$ cat config.mk
export PLATFORM = sky130hd
export DESIGN_NAME = adder_mul_sequencer
export DESIGN_NICKNAME = d
export VERILOG_FILES = /design/src/rtl/adder_mul_sequencer.sv
export SDC_FILE = /design/constraint.sdc
export NUM_CORES = 1
export LEC_CHECK = 0
export ABC_AREA = 1
export BUFFER_PORTS_ARGS = -buffer_cell sky130_fd_sc_hd__buf_2
export CAP_MARGIN = 15
export CORE_MARGIN = 5
export CORE_UTILIZATION = 40
export DETAILED_ROUTE_END_ITERATION = 16
export PLACE_DENSITY = 0.59
export SLEW_MARGIN = 20
export SYNTH_ARGS = -nofsm -noshare
export SYNTH_HDL_FRONTEND = slang
export SYNTH_HIERARCHICAL = 1
export SYNTH_SLANG_ARGS = --single-unit
$ cat constraint.sdc
create_clock -name clk -period 35.1 [get_ports clk]
set_clock_uncertainty 0.05 [all_clocks]
set_input_delay 10.53 -clock clk [delete_from_list [all_inputs] [get_ports clk]]
set_output_delay 10.53 -clock clk [all_outputs]
set_load 0.05 [all_outputs]
$ cat src/rtl/adder_mul_sequencer.sv
// Purpose: 64x64 shift-add multiplier that drives one 64-bit ripple adder through 64 iterations and returns a 128-bit product.
// Latency: the request is accepted at edge E0, and done pulses after E64 (or after E65 when a signed result needs negating).
// Backpressure: ready is low while a multiply is in flight, and start is ignored until ready returns (no queueing).
//
// Optional feature: define MUL_SIGNED_EN to add the mul_signed port and two's-complement mode.
//
// Ports:
//   clk, reset_n          rising-edge clock, asynchronous active-low reset
//   start, a, b           request strobe and operands; a and b are captured on acceptance
//   mul_signed            signed-mode select (only with MUL_SIGNED_EN)
//   ready, busy, done     idle / in-flight / one-cycle result-valid pulse
//   product_hi/lo        128-bit product, held until the next accepted request
//   hi_nonzero            the product does not fit in 64 bits

// Team 64-bit ripple-carry adder: sum = a + b + cin.
// The overflow output is signed overflow (carry into the MSB xor carry out of the MSB).
module sixtyfourbitadder (
  input  logic [63:0] a,
  input  logic [63:0] b,
  input  logic        cin,
  output logic [63:0] sum,
  output logic        cout,
  output logic        overflow
);
  logic [64:0] carry;

  always_comb begin
    carry    = '0;
    sum      = '0;
    carry[0] = cin;
    for (int i = 0; i < 64; i++) begin
      sum[i]       = a[i] ^ b[i] ^ carry[i];
      carry[i + 1] = (a[i] & b[i]) | (carry[i] & (a[i] ^ b[i]));
    end
  end

  assign cout     = carry[64];
  assign overflow = carry[64] ^ carry[63];
endmodule

module adder_mul_sequencer (
  input  logic        clk,
  input  logic        reset_n,
  input  logic        start,
  input  logic [63:0] a,
  input  logic [63:0] b,
`ifdef MUL_SIGNED_EN
  input  logic        mul_signed,
`endif
  output logic        ready,
  output logic        busy,
  output logic        done,
  output logic [63:0] product_hi,
  output logic [63:0] product_lo,
  output logic        hi_nonzero
);

  typedef enum logic [1:0] {
    ST_IDLE = 2'd0,
    ST_RUN  = 2'd1,
    ST_NEG  = 2'd2,
    ST_DONE = 2'd3
  } state_t;

  state_t      state;
  state_t      state_nxt;

  logic [63:0] acc;
  logic [63:0] mq;
  logic [63:0] mcand;
  logic [5:0]  cnt;
  logic        neg;

  logic [63:0] a_load;
  logic [63:0] b_load;
  logic [63:0] add_b;
  logic [63:0] add_sum;
  logic        add_cout;
  logic        unused_ovf;

  // Add the multiplicand only when the current multiplier LSB is set.
  assign add_b = mq[0] ? mcand : 64'd0;

  sixtyfourbitadder u_adder (
    .a        (acc),
    .b        (add_b),
    .cin      (1'b0),
    .sum      (add_sum),
    .cout     (add_cout),
    .overflow (unused_ovf)
  );

`ifdef MUL_SIGNED_EN
  // Signed mode multiplies the magnitudes and fixes the sign at the end.
  // The magnitude of 0x8000...0 is 0x8000...0 itself, which is correct when
  // it is read as unsigned.
  logic sgn_mode;

  assign a_load = (mul_signed && a[63]) ? (~a + 64'd1) : a;
  assign b_load = (mul_signed && b[63]) ? (~b + 64'd1) : b;

  always_ff @(posedge clk or negedge reset_n) begin
    if (!reset_n) begin
      neg      <= 1'b0;
      sgn_mode <= 1'b0;
    end else if (state == ST_IDLE && start) begin
      neg      <= mul_signed & (a[63] ^ b[63]);
      sgn_mode <= mul_signed;
    end
  end

  // In signed mode the result fits in 64 bits only if the high half is the
  // sign extension of the low half.
  assign hi_nonzero = sgn_mode ? (acc != {64{mq[63]}}) : (acc != 64'd0);
`else
  assign a_load     = a;
  assign b_load     = b;
  assign neg        = 1'b0;
  assign hi_nonzero = (acc != 64'd0);
`endif

  // FSM state register
  always_ff @(posedge clk or negedge reset_n) begin
    if (!reset_n) state <= ST_IDLE;
    else          state <= state_nxt;
  end

  // FSM next state
  always_comb begin
    state_nxt = state;
    case (state)
      ST_IDLE: if (start) state_nxt = ST_RUN;
      ST_RUN: begin
        if (cnt == 6'd63) begin
`ifdef MUL_SIGNED_EN
          state_nxt = neg ? ST_NEG : ST_DONE;
`else
          state_nxt = ST_DONE;
`endif
        end
      end
`ifdef MUL_SIGNED_EN
      ST_NEG:  state_nxt = ST_DONE;
`endif
      ST_DONE: state_nxt = ST_IDLE;
      default: state_nxt = ST_IDLE;
    endcase
  end

  // FSM outputs
  always_comb begin
    ready = 1'b0;
    busy  = 1'b0;
    done  = 1'b0;
    case (state)
      ST_IDLE: ready = 1'b1;
      ST_RUN:  busy  = 1'b1;
      ST_NEG:  busy  = 1'b1;
      ST_DONE: done  = 1'b1;
      default: ready = 1'b0;
    endcase
  end

  // Datapath. The adder carry-out becomes the new acc[63], so the 129-bit
  // {cout, sum, mq} is shifted right by one without losing any bits.
  always_ff @(posedge clk or negedge reset_n) begin
    if (!reset_n) begin
      acc   <= '0;
      mq    <= '0;
      mcand <= '0;
      cnt   <= '0;
    end else begin
      case (state)
        ST_IDLE: begin
          if (start) begin
            acc   <= '0;
            mq    <= b_load;
            mcand <= a_load;
            cnt   <= '0;
          end
        end
        ST_RUN: begin
          {acc, mq} <= {add_cout, add_sum, mq[63:1]};
          cnt       <= cnt + 6'd1;
        end
`ifdef MUL_SIGNED_EN
        ST_NEG: begin
          {acc, mq} <= ~{acc, mq} + 128'd1;
        end
`endif
        default: ;
      endcase
    end
  end

  assign product_hi = acc;
  assign product_lo = mq;

endmodule

==> results of run 1 <==
metrics by stage:
| stage | setup WS [ns] | std cells | util (%) | cell area [µm²] | hold slack, ns |
|---|---|---|---|---|---|
| after floorplan | 9.72 | 1229 | - | 10300 | 0.399 |
| after global placement | 8.95 | 1759 | 46.6 | 11800 | 0.412 |
| after detailed placement | 8.65 | 1759 | 46.6 | 11800 | 0.415 |
| after CTS | 8.59 | 1791 | 48.9 | 12400 | 0.435 |
| after global routing | 7.73 | 1792 | 49.0 | 12400 | 0.444 |
| final | 8.59 | 1792 | 49.0 | 12400 | 0.431 |
critical path, delay by kind of cell (launching register included):
family	cells	cell delay [ns]
buf+inv	6	0.63
simple gates	3	0.28
flops	1	0.39
fa+ha+maj	64	25.10
placed cells by master (no fill, tap or decap), drive strengths merged:
| cell | n |
|---|---|
| nand2 | 551 |
| o21ai | 4 |
| clkinvlp | 3 |
| bufinv | 1 |
| fa | 64 |
| dfrtp | 200 |
| a31oi | 64 |
| conb | 1 |
| nor2 | 112 |
| clkinv | 5 |
| nand3 | 67 |
| clkbuf | 18 |
| a21oi | 4 |
| buf | 271 |
| ha | 4 |
| nand3b | 1 |
| inv | 91 |
| nand4 | 1 |
report_power, final:
group | total [mW] | internal, mW | switching (mW)
Combinational | 0.707 | 0.190 | 0.516
Sequential | 0.415 | 0.332 | 0.0827
Clock | 0.198 | 0.101 | 0.0967
Total | 1.32 | 0.624 | 0.696
registers in the layout (all words and copies together) (netlist names):
register / cells
product_hi: 64
mcand: 64
cnt: 6
state: 2
product_lo: 64
final cells by class:
cell class	instances	area, µm²
Clock buffer	17	425
Clock inverter	15	161
Fill cell	2514	12900
Inverter	85	319
Multi-Input combinational cell	873	4650
Sequential cell	200	5010
Tap cell	330	413
Timing Repair Buffer	272	1420
worst paths after layout:
kind | startpoint | endpoint | slack, ns | cells past startpoint
min reg2reg | mcand[40]$_DFFE_PN0P_ | mcand[40]$_DFFE_PN0P_ | 0.43 | 2
max | product_lo[0]$_DFFE_PN0P_ | product_hi[62]$_DFFE_PN0P_ | 8.59 | 73
min in group asynchronous | reset_n | product_lo[27]$_DFFE_PN0P_ | 10.09 | 1
max in group asynchronous | reset_n | product_lo[0]$_DFFE_PN0P_ | 23.48 | 2
max reg2reg | product_lo[0]$_DFFE_PN0P_ | product_hi[62]$_DFFE_PN0P_ | 8.59 | 73
min | mcand[40]$_DFFE_PN0P_ | mcand[40]$_DFFE_PN0P_ | 0.43 | 2
per-layer routing:
metal | global-route usage (%) | wire (µm) | up-vias
li1 | - | - | 4224
met1 | 26.1 | 12000 | 3956
met2 | 30.2 | 12300 | 231
met3 | 4.76 | 2070 | 25
met4 | 4.51 | 340 | 4
met5 | 0 | 34 | -
==> results.sh, run 1 <==
export IMPL_routed_wl_mm=26.8
export IMPL_grt_overflow_total=0
export IMPL_grt_pass1_wl_mm=44.3
export IMPL_vias=8440
export IMPL_dp_hpwl_mm=18.6
export IMPL_tns_ns=0
export IMPL_power_density_nw_per_um2=107
export IMPL_cp_arrival_ns=26.82
export IMPL_core_region_area_um2=25300
export IMPL_start_util_pct=40.8
export IMPL_num_antenna_cells=0
export IMPL_power_total_mw=1.32
export IMPL_worstHoldPathType="flop to flop"
export IMPL_postRouteAntennaNets=0
export IMPL_fin_crit_sh_pct=75.5
export IMPL_root_buffer="clkbuf_16"
export IMPL_grt_pass1_vias=8391
export IMPL_max_stage_delay_ns=0.42
export IMPL_drive_above_1_share_pct=21.5
export IMPL_wl_per_cell_um=15.0
export IMPL_path_clk_slew_ns=0.07
export IMPL_portBuffers=262
export IMPL_clock_sinks=200
export IMPL_grt_usage_pct=18.9
export IMPL_syn_nets=1428
export IMPL_worstPathRequired_ns=35.41
export IMPL_ir_drop_uv=60.3
export IMPL_max_cap_viol_count=0
export IMPL_slew_viol_final=0
export IMPL_postSynthCellCount=1229
export IMPL_syn_to_final_growth_pct=20.1
export IMPL_slew_headroom_pct=40.1
export IMPL_place_gp_congestion=0.826
export IMPL_yosysWarnings=6
export IMPL_rsz0062_at_grt="no"
export IMPL_htreeDepth=4
export IMPL_max_clock_freq_mhz=37.7
export IMPL_die_h_um=171
export IMPL_status="completed"
export IMPL_cts_buffers=17
export IMPL_num_rows=58
export IMPL_clockBufferDepth=2
export IMPL_hold_buffers=0
export IMPL_critical_path_max_fanout=66
export IMPL_crit_top_cell="fa_1"
export IMPL_post_cts_setup_buffers=0
export IMPL_final_nets=1648
export IMPL_clk_latency_ns=0.43
export IMPL_setup_violations=0
export IMPL_cp_end_kind="flop"
export IMPL_antenna_found_initial=2
export IMPL_vias_per_cell=4.71
export IMPL_dieArea_um2=29100
export IMPL_drc_errors=0
export IMPL_leakagePower_nw=7.05
export IMPL_min_period_ns=26.51
export IMPL_ios=263
export IMPL_crit_path_start_kind="flop"
export IMPL_die_w_um=171
export IMPL_ctsResizeCount=0
export IMPL_max_slew_worst_pin_slew_ns=0.899
export IMPL_syn_area_um2=10300
export IMPL_cpMaxStageDelayCell="fa_1"
export IMPL_hold_viol=0
export IMPL_syn_avg_cell_area_um2=8.39
export IMPL_dr_pass1_iters=6
export IMPL_cts_tree="yes"
export IMPL_drt_iter0_drc=542
export IMPL_grt_max_degree=119
export IMPL_critPathKind="flop to flop"
Note: power is estimated with default switching activity, not from simulation.
==> run 2, diff against run 1 <==
==> constraint.sdc (replaced) <==
create_clock -name clk -period 26.9 [get_ports clk]
set_clock_uncertainty 0.05 [all_clocks]
set_input_delay 8.07 -clock clk [delete_from_list [all_inputs] [get_ports clk]]
set_output_delay 8.07 -clock clk [all_outputs]
set_load 0.05 [all_outputs]
==> run 2 against run 1 <==
Net effect:
- global-route usage shrank 0.16 points
- largest power group unchanged
- via count is essentially flat
- wire length shrank 1.4%
- critical path type unchanged
==> results.sh, run 2 (synthesized netlist as in run 1, its figures left out) <==
export IMPL_drc_errors=0
export IMPL_dr_pass1_iters=5
export IMPL_rsz0062_at_grt="no"
export IMPL_num_antenna_cells=0
export IMPL_grt_max_degree=119
export IMPL_vias_per_cell=4.71
export IMPL_fin_crit_sh_pct=96.7
export IMPL_worstPathRequired_ns=27.21
export IMPL_grt_pass1_vias=8406
export IMPL_holdPathEnd="mcand[63]$_DFFE_PN0P_"
export IMPL_place_ws_ns=0.976
export IMPL_die_h_um=171
export IMPL_grt_overflow_total=0
export IMPL_core_region_area_um2=25300
export IMPL_setup_violations=0
export IMPL_hold_start="mcand[63]$_DFFE_PN0P_"
export IMPL_dp_cells=1759
export IMPL_fin_ws_ns=0.896
export IMPL_routed_wl_mm=26.4
export IMPL_clk_latency_ns=0.42
export IMPL_cts_buffers=17
export IMPL_grt_usage_pct=18.7
export IMPL_clock_sinks=200
export IMPL_fin_util_pct=48.8
export IMPL_dp_hpwl_mm=18.5
export IMPL_tns_ns=0
export IMPL_cpMaxStageDelayCell="dfrtp_2"
export IMPL_whs_path_depth=2
export IMPL_cp_end_kind="flop"
export IMPL_critical_path_max_fanout=4
export IMPL_nFillCells=2464
export IMPL_place_gp_congestion=0.827
export IMPL_clockBufferDepth=2
export IMPL_htreeDepth=4
export IMPL_reg2reg_to="product_hi[62]$_DFFE_PN0P_"
export IMPL_slew_viol_final=0
export IMPL_cp_arrival_ns=26.32
export IMPL_r2r_cells=72
export IMPL_path_clk_slew_ns=0.07
export IMPL_die_w_um=171
export IMPL_worstHoldPathType="flop to flop"
export IMPL_reg2reg_slack_ns=0.90
export IMPL_slew_headroom_pct=47.7
export IMPL_hold_buffers=0
export IMPL_max_cap_viol_count=0
export IMPL_hold_viol=0
export IMPL_root_buffer="clkbuf_16"
export IMPL_ctsResizeCount=0
export IMPL_crit_path_start_kind="flop"
export IMPL_final_common_cell="nand2_1"
export IMPL_max_stage_delay_ns=0.42
export IMPL_drive_above_1_share_pct=21.4
export IMPL_max_slew_worst_pin_slew_ns=0.784
export IMPL_cts_tree="yes"
export IMPL_ir_drop_uv=67.4
export IMPL_dieArea_um2=29100
export IMPL_syn_to_final_growth_pct=19.5
export IMPL_portBuffers=262
export IMPL_post_cts_setup_buffers=0
export IMPL_critPathKind="flop to flop"
export IMPL_ios=263
export IMPL_final_nets=1647
export IMPL_final_cells=1791
export IMPL_num_rows=58
export IMPL_vias=8435
export IMPL_min_period_ns=26.00
export IMPL_drt_iter0_drc=550
export IMPL_rr_startpoint="product_lo[0]$_DFFE_PN0P_"
export IMPL_layout_common_cells="nand2_1, buf_2, dfrtp_1, nor2_1, inv_1"
export IMPL_wl_per_cell_um=14.8
export IMPL_power_density_nw_per_um2=138
export IMPL_antenna_found_initial=4
export IMPL_postRouteAntennaNets=0
export IMPL_grt_pass1_wl_mm=43.7
export IMPL_start_util_pct=40.8
export IMPL_leakagePower_nw=7.03
export IMPL_status="completed"
export IMPL_max_clock_freq_mhz=38.5
export IMPL_crit_top_cell="fa_1"
==> run 2: area by class of cell <==
class	instances	area, µm²	share of cell area, %
flip-flops and latches	200	5010	40.6
clock buffers	18	439	3.56
multi-input cells	873	4650	37.7
repair buffers	271	1390	11.3
clock inverters	14	114	0.924
inverters	85	319	2.59
well taps	330	413	3.35
==> run 2: metal layers <==
metal | share of wire [%] | track usage (%)
met1 | 45 | 25.7
met2 | 46 | 30.3
met3 | 8.1 | 4.78
met4 | 0.96 | 3.99
met5 | 0.20 | 0
==> run 2: worst max-delay path by stage <==
stage | to | depth (start not counted) | slack, ns | startpoint
after floorplan | product_hi[62]$_DFFE_PN0P_ | 73 | 1.52 | product_lo[0]$_DFFE_PN0P_
after global placement | product_hi[62]$_DFFE_PN0P_ | 72 | 1.16 | product_lo[0]$_DFFE_PN0P_
after detailed placement | product_hi[62]$_DFFE_PN0P_ | 72 | 0.98 | product_lo[0]$_DFFE_PN0P_
after CTS | product_hi[62]$_DFFE_PN0P_ | 72 | 0.93 | product_lo[0]$_DFFE_PN0P_
after global routing | product_hi[62]$_DFFE_PN0P_ | 72 | 0.07 | product_lo[0]$_DFFE_PN0P_
final | product_hi[62]$_DFFE_PN0P_ | 72 | 0.90 | product_lo[0]$_DFFE_PN0P_
==> run 2: power breakdown <==
group | switching (mW) | internal, mW
registers | 0.108 | 0.433
clock network | 0.121 | 0.123
logic | 0.672 | 0.245
total | 0.900 | 0.802
==> run 2: metrics by stage <==
stage	power (mW)	cell area, µm²	hold WS (ns)
2_1_floorplan	1.26	10300	0.399
3_3_place_gp	1.47	11800	0.413
3_5_place_dp	1.48	11800	0.416
4_1_cts	1.73	12300	0.435
5_1_grt	1.86	12300	0.449
6_report	1.70	12300	0.429
==> run 2: worst max-delay path, delay by kind of cell (launching register included) <==
kind          cells  cell delay, ns
fa+ha+maj        64           24.97
buf+inv           5            0.29
flops             1            0.42
simple gates      3            0.19
